$ cat src/rtl/tempo_pkg.sv
// Shared tempo definitions: BPM preset table, preset-step encoding and the
// BPM-to-period conversion used to build the period lookup at elaboration.
package tempo_pkg;

  localparam int unsigned MAX_TEMPOS = 8;

  localparam int unsigned TEMPO_BPM [0:MAX_TEMPOS-1] = '{
    240, 120, 100, 75, 180, 150, 90, 60
  };

  typedef enum logic [1:0] {
    STEP_HOLD = 2'd0,
    STEP_NEXT = 2'd1,
    STEP_PREV = 2'd2
  } step_t;

  // Beat period minus one, in clock cycles, for a given clock rate and BPM.
  function automatic longint unsigned bpm_to_period(input int unsigned clk_hz,
                                                    input int unsigned bpm);
    return (64'(clk_hz) * 64'd60) / 64'(bpm) - 64'd1;
  endfunction

endpackage

$ cat src/rtl/tempo_gen_beat_divider.sv
// Beat divider: counts clk cycles against the selected period and produces
// beat_pulse, the beat-in-measure index and the measure_pulse.
module beat_divider
  import tempo_pkg::*;
#(
  parameter int unsigned CNT_W             = 23,
  parameter int unsigned BEATS_PER_MEASURE = 4
) (
  input  logic                                 clk,
  input  logic                                 rst,
  input  logic                                 run,
  input  logic [CNT_W-1:0]                     period,
  input  logic                                 restart,
  output logic                                 beat_pulse,
  output logic [$clog2(BEATS_PER_MEASURE)-1:0] beat_idx,
  output logic                                 measure_pulse
);

  localparam int unsigned BEAT_W = $clog2(BEATS_PER_MEASURE);
  localparam logic [BEAT_W-1:0] LAST_BEAT = BEAT_W'(BEATS_PER_MEASURE - 1);

  if (BEATS_PER_MEASURE < 2 || BEATS_PER_MEASURE > 16) begin : g_bpm_range
    $error("beat_divider: BEATS_PER_MEASURE must be in 2..16");
  end

  logic [CNT_W-1:0] cnt;

  // Terminal count takes priority over restart so a beat completing on the
  // same edge as a tempo change still pulses; the count reloads 0 either way.
  always_ff @(posedge clk) begin
    if (rst) begin
      cnt           <= '0;
      beat_pulse    <= 1'b0;
      beat_idx      <= '0;
      measure_pulse <= 1'b0;
    end else begin
      beat_pulse    <= 1'b0;
      measure_pulse <= 1'b0;
      if (!run) begin
        cnt <= '0;
      end else if (cnt >= period) begin
        cnt        <= '0;
        beat_pulse <= 1'b1;
        if (beat_idx == LAST_BEAT) begin
          beat_idx      <= '0;
          measure_pulse <= 1'b1;
        end else begin
          beat_idx <= beat_idx + 1'b1;
        end
      end else if (restart) begin
        cnt <= '0;
      end else begin
        cnt <= cnt + 1'b1;
      end
    end
  end

endmodule

$ cat src/rtl/tempo_gen.sv
// Tempo selector: steps through the BPM preset table on button pulses,
// publishes the registered beat period and drives the beat divider.
module tempo_gen
  import tempo_pkg::*;
#(
  parameter int unsigned CLK_HZ            = 5_000_000,
  parameter int unsigned NUM_TEMPOS        = 4,
  parameter int unsigned CNT_W             = 23,
  parameter int unsigned BEATS_PER_MEASURE = 4,
  parameter bit          WRAP              = 1'b1,
  parameter int unsigned DEFAULT_IDX       = 0
) (
  input  logic                                 clk,
  input  logic                                 rst,
  input  logic                                 tempo_next,
  input  logic                                 tempo_prev,
  input  logic                                 run,
  output logic [$clog2(NUM_TEMPOS)-1:0]        tempo_idx,
  output logic [CNT_W-1:0]                     tempo,
  output logic                                 beat_pulse,
  output logic [$clog2(BEATS_PER_MEASURE)-1:0] beat_idx,
  output logic                                 measure_pulse
);

  localparam int unsigned IDX_W = $clog2(NUM_TEMPOS);
  localparam logic [IDX_W-1:0] LAST_IDX = IDX_W'(NUM_TEMPOS - 1);
  localparam logic [IDX_W-1:0] RST_IDX  = IDX_W'(DEFAULT_IDX);
  localparam longint unsigned MAX_PERIOD = (64'd1 << CNT_W) - 64'd1;

  if (NUM_TEMPOS < 2 || NUM_TEMPOS > MAX_TEMPOS) begin : g_num_range
    $error("tempo_gen: NUM_TEMPOS must be in 2..8");
  end

  if (DEFAULT_IDX >= NUM_TEMPOS) begin : g_def_range
    $error("tempo_gen: DEFAULT_IDX must be below NUM_TEMPOS");
  end

  logic [CNT_W-1:0] period_tab [NUM_TEMPOS];

  for (genvar g = 0; g < NUM_TEMPOS; g++) begin : g_tab
    localparam longint unsigned PERIOD =
      bpm_to_period(CLK_HZ, TEMPO_BPM[g % MAX_TEMPOS]);
    if (PERIOD > MAX_PERIOD) begin : g_ovf
      $error("tempo_gen: preset period does not fit in CNT_W bits");
    end
    assign period_tab[g] = CNT_W'(PERIOD);
  end

  step_t            step;
  logic [IDX_W-1:0] idx_q;
  logic [IDX_W-1:0] idx_nxt;
  logic [CNT_W-1:0] tempo_q;
  logic             restart;

  always_comb begin
    step    = STEP_HOLD;
    idx_nxt = idx_q;
    if (tempo_next && !tempo_prev) begin
      step = STEP_NEXT;
    end else if (tempo_prev && !tempo_next) begin
      step = STEP_PREV;
    end
    case (step)
      STEP_NEXT: begin
        if (idx_q == LAST_IDX) begin
          idx_nxt = WRAP ? '0 : idx_q;
        end else begin
          idx_nxt = idx_q + 1'b1;
        end
      end
      STEP_PREV: begin
        if (idx_q == '0) begin
          idx_nxt = WRAP ? LAST_IDX : idx_q;
        end else begin
          idx_nxt = idx_q - 1'b1;
        end
      end
      default: idx_nxt = idx_q;
    endcase
  end

  // A saturated step leaves the index alone, so only a real change restarts.
  assign restart = (idx_nxt != idx_q);

  always_ff @(posedge clk) begin
    if (rst) begin
      idx_q   <= RST_IDX;
      tempo_q <= period_tab[RST_IDX];
    end else begin
      idx_q   <= idx_nxt;
      tempo_q <= period_tab[idx_nxt];
    end
  end

  assign tempo_idx = idx_q;
  assign tempo     = tempo_q;

  beat_divider #(
    .CNT_W             (CNT_W),
    .BEATS_PER_MEASURE (BEATS_PER_MEASURE)
  ) u_beat_divider (
    .clk           (clk),
    .rst           (rst),
    .run           (run),
    .period        (tempo_q),
    .restart       (restart),
    .beat_pulse    (beat_pulse),
    .beat_idx      (beat_idx),
    .measure_pulse (measure_pulse)
  );

endmodule

$ cat config.mk
export PLATFORM = sky130hd
export DESIGN_NAME = tempo_gen
export DESIGN_NICKNAME = d
export VERILOG_FILES = /design/src/rtl/tempo_pkg.sv /design/src/rtl/tempo_gen_beat_divider.sv /design/src/rtl/tempo_gen.sv
export SDC_FILE = /design/constraint.sdc
export NUM_CORES = 1
export LEC_CHECK = 0
export BUFFER_PORTS_ARGS = -buffer_cell sky130_fd_sc_hd__buf_2
export CAP_MARGIN = 0
export CORE_MARGIN = 2
export CORE_UTILIZATION = 55
export CTS_BUF_LIST = sky130_fd_sc_hd__clkbuf_4 sky130_fd_sc_hd__clkbuf_8
export DETAILED_ROUTE_END_ITERATION = 7
export GPL_TIMING_DRIVEN = 1
export PLACE_DENSITY_LB_ADDON = 0.15
export SLEW_MARGIN = 20
export SYNTH_ARGS = -nofsm -noshare
export SYNTH_HDL_FRONTEND = slang
export SYNTH_SLANG_ARGS = --single-unit
$ cat constraint.sdc
create_clock -name clk -period 5.25 [get_ports clk]
set_input_delay 1.05 -clock clk [delete_from_list [all_inputs] [get_ports clk]]
set_output_delay 1.05 -clock clk [all_outputs]
set_load 0.01 [all_outputs]
==> flow_metrics.py <==
metrics = {
    "outcome": {
        "outcome": "finished clean",
    },
    "global_routing": {
        "antenna_found_initial": 0,
        "first_global_vias": 1637,
        "grt_max_degree": 26,
        "grt_overflow": 0,
        "grtUsageTotal_pct": 19.8,
        "grt_pass1_wl_um": 7710,
    },
    "worst_setup_path": {
        "slowest_delay_ps": 500,
        "crit_fanout": 6,
        "path_buf_inv": 3,
        "reg2reg_from": "tempo[19]",
        "crit_cells": 8,
        "slowest_stage": "mux2i_1",
        "arrival_ps": 2970,
        "reg2reg_depth": 7,
        "r2r_end": "u_beat_divider.measure_pulse",
        "start_kind": "primary input",
        "critPathKind": "primary input to flip-flop",
        "crit_chain": "buf_2, inv_1, ha_1, mux2_2, mux2i_1, inv_1, ha_1, or3_1",
        "required_ps": 5420,
        "critical-path-top-delay-family": "multiplexers",
        "end_kind": "flip-flop",
        "rrSetupSlack_ps": 2580,
    },
    "pwr": {
        "power_switching_share_pct": 26.6,
        "pwr-share-seq_pct": 49.5,
        "ir_worst_vdd_mv": 0.164,
        "intPower_w": 0.000464,
        "power_density_nw_per_um2": 242,
        "power.switching_w": 0.000168,
        "p_leak_nw": 1.16,
        "p_clk_share_pct": 36.4,
        "p_total_w": 0.000632,
        "combPwrFrac_pct": 14.1,
    },
    "timing": {
        "clock_skew_ps": 7.91,
        "fmax_ghz": 0.356,
        "min_period_over_period_pct": 53.5,
        "worst_slew_pin_slew_ps": 687,
        "setup_viol": 0,
        "timing.final.ws_setup_ps": 2440,
        "relSlewSlack_pct": 54.1,
        "setup-tns-final_ps": 0,
        "layout_min_cycle_time_ps": 2810,
        "timing.hold.ws_ps": 500,
        "final-hold-violation-count": 0,
        "grt_setup_unrepaired": "no",
        "slew_viol_final": 0,
    },
    "drt": {
        "ant_nets": 0,
        "dr.pass1.iters": 4,
        "wl_um": 4490,
        "num_vias": 1730,
        "remaining_drc_errors": 0,
        "wl_met1_um": 2190,
        "wl_per_cell_um": 13.7,
        "met3_length_um": 129,
        "top_layer": "met4",
        "met2_length_um": 2110,
        "drtIter0Drc": 46,
        "via_per_inst": 5.27,
    },
    "clocking": {
        "insertion_delay_ps": 290,
        "cts_resized": 0,
        "cts_setup_buffers": 0,
        "tritoncts": "yes",
        "ctsHoldBuffers": 0,
        "clock_path_buffers": 2,
        "h-tree-depth": 2,
        "cts_made_buffers": 5,
        "cts_sinks": 39,
        "clk_pin_slew_worst_paths_ps": 80,
        "root_buffer": "clkbuf_8",
    },
    "die": {
        "coreArea_um2": 4290,
        "die_w_um": 70.3,
        "die_h_um": 70.3,
        "io_pins": 34,
        "num_rows": 24,
        "dieArea_um2": 4950,
        "initial_utilization_pct": 56.4,
    },
    "final_layout": {
        "final_cell_mix": "dfxtp_1, ha_1, buf_2",
        "design_area_um2": 2610,
        "drive_gt1_share_pct": 24.6,
        "diodes": 0,
        "regArea_um2": 781,
        "fill_cells": 404,
        "final_common_cell": "dfxtp_1",
        "final_nets": 309,
        "multiInputGateArea_um2": 1440,
        "area_delta_synth_final_pct": 7.80,
    },
    "place": {
        "placed_area_um2": 2500,
        "port-buffer-count": 27,
        "hpwlAfterDp_um": 3390,
        "gp_congestion": 0.800,
        "pre_cts_ws_ps": 2150,
    },
    "hold_path": {
        "holdPathStages": 1,
        "hold-path-endpoint": "u_beat_divider.cnt[0]",
        "min-delay-start": "u_beat_divider.cnt[0]",
        "hp-class": "flip-flop to flip-flop",
    },
    "logic_synthesis": {
        "synthesis.area_um2": 2420,
        "synth_edf_count": 0,
        "synth_top_area_cell": "dfxtp_1",
        "ys_seq_area_share_pct": 32.2,
        "synthArstFlopShare_pct": 0,
        "avgSynthCellArea_um2": 9.49,
        "ys_ff_latch": 39,
        "synth_top_flop_cell": "dfxtp_1",
        "synth_top_area_share_pct": 32.2,
        "synthTopCellsByArea": "dfxtp_1, ha_1, nor3_2",
        "yosys_warnings": 0,
        "synthCells": 255,
        "synth_cell_type_count": 45,
    },
    "run": {
        "max-cap-violations": 0,
    },
}
-- registers in the layout (all words and copies together) (netlist names) --
signal	flops
tempo_idx	1
u_beat_divider.beat_idx	2
u_beat_divider.measure_pulse	1
u_beat_divider.beat_pulse	1
u_beat_divider.cnt	23
tempo	11
-- synthesized netlist by cell type (3+ instances only) --
cell	count
buf_4	13
o211ai_1	3
and3_1	4
nand4_1	4
o21ai_0	3
xor2_1	8
inv_1	24
nand2_1	14
dfxtp_1	39
nor3_2	18
a21o_1	4
nor2_1	12
nor3_1	9
nor2b_1	6
a21oi_1	7
ha_1	29
nand3_1	8
xnor2_1	13
-- layer usage --
metal  GRT usage (%)  up-vias
li1                -      899
met1            26.4      802
met2            31.9       23
met3            3.90        6
met4            6.41        0
met5               0        -
-- power groups by stage --
stage | registers [W] | clock network (W) | logic [W]
after floorplan | 0.000323 | 0 | 0.0000661
after global placement | 0.000320 | 0 | 0.0000861
after detailed placement | 0.000320 | 0 | 0.0000874
after CTS | 0.000313 | 0.000234 | 0.0000893
after global routing | 0.000314 | 0.000248 | 0.0000990
final | 0.000313 | 0.000230 | 0.0000891
-- logic make-up after synthesis --
logic type	share of synthesized area, %
mux	0.879
other cells	0.310
xor+xnor	7.60
flops	32.2
buf+inv	9.20
simple gates	26.7
compound gates	8.06
fa+ha+maj	15.0
-- worst max path at each step --
stage / from / to / slack (ps)
floorplan: tempo_next / tempo[9] / 2550
global placement: tempo_next / u_beat_divider.cnt[5] / 2210
detailed placement: tempo_next / u_beat_divider.cnt[12] / 2150
CTS: tempo_next / tempo[9] / 2450
global route: tempo[19] / u_beat_divider.measure_pulse / 2300
finish: tempo_next / tempo[9] / 2440
-- per-stage QoR --
step,utilization [%],instances
floorplan,-,259
global placement,58.3,320
detailed placement,58.3,320
CTS,60.7,328
global route,60.8,328
finish,60.8,328
-- worst register-to-register path, cell delays in order (launching register included) --
cell and delay [ps]:
dfxtp_1 460, inv_1 150, ha_1 250, a211oi_1 300, o21ai_0 140, o2111ai_1 230
nand3_2 620, and3_1 420
-- area by class of cell --
class	instances	area share (%)
Timing Repair Buffer	27	5.18
Multi-Input combinational cell	178	55.0
Tap cell	52	2.49
Sequential cell	39	29.9
Clock buffer	8	3.98
Inverter	24	3.45
Note: power is estimated with default switching activity, not from simulation.
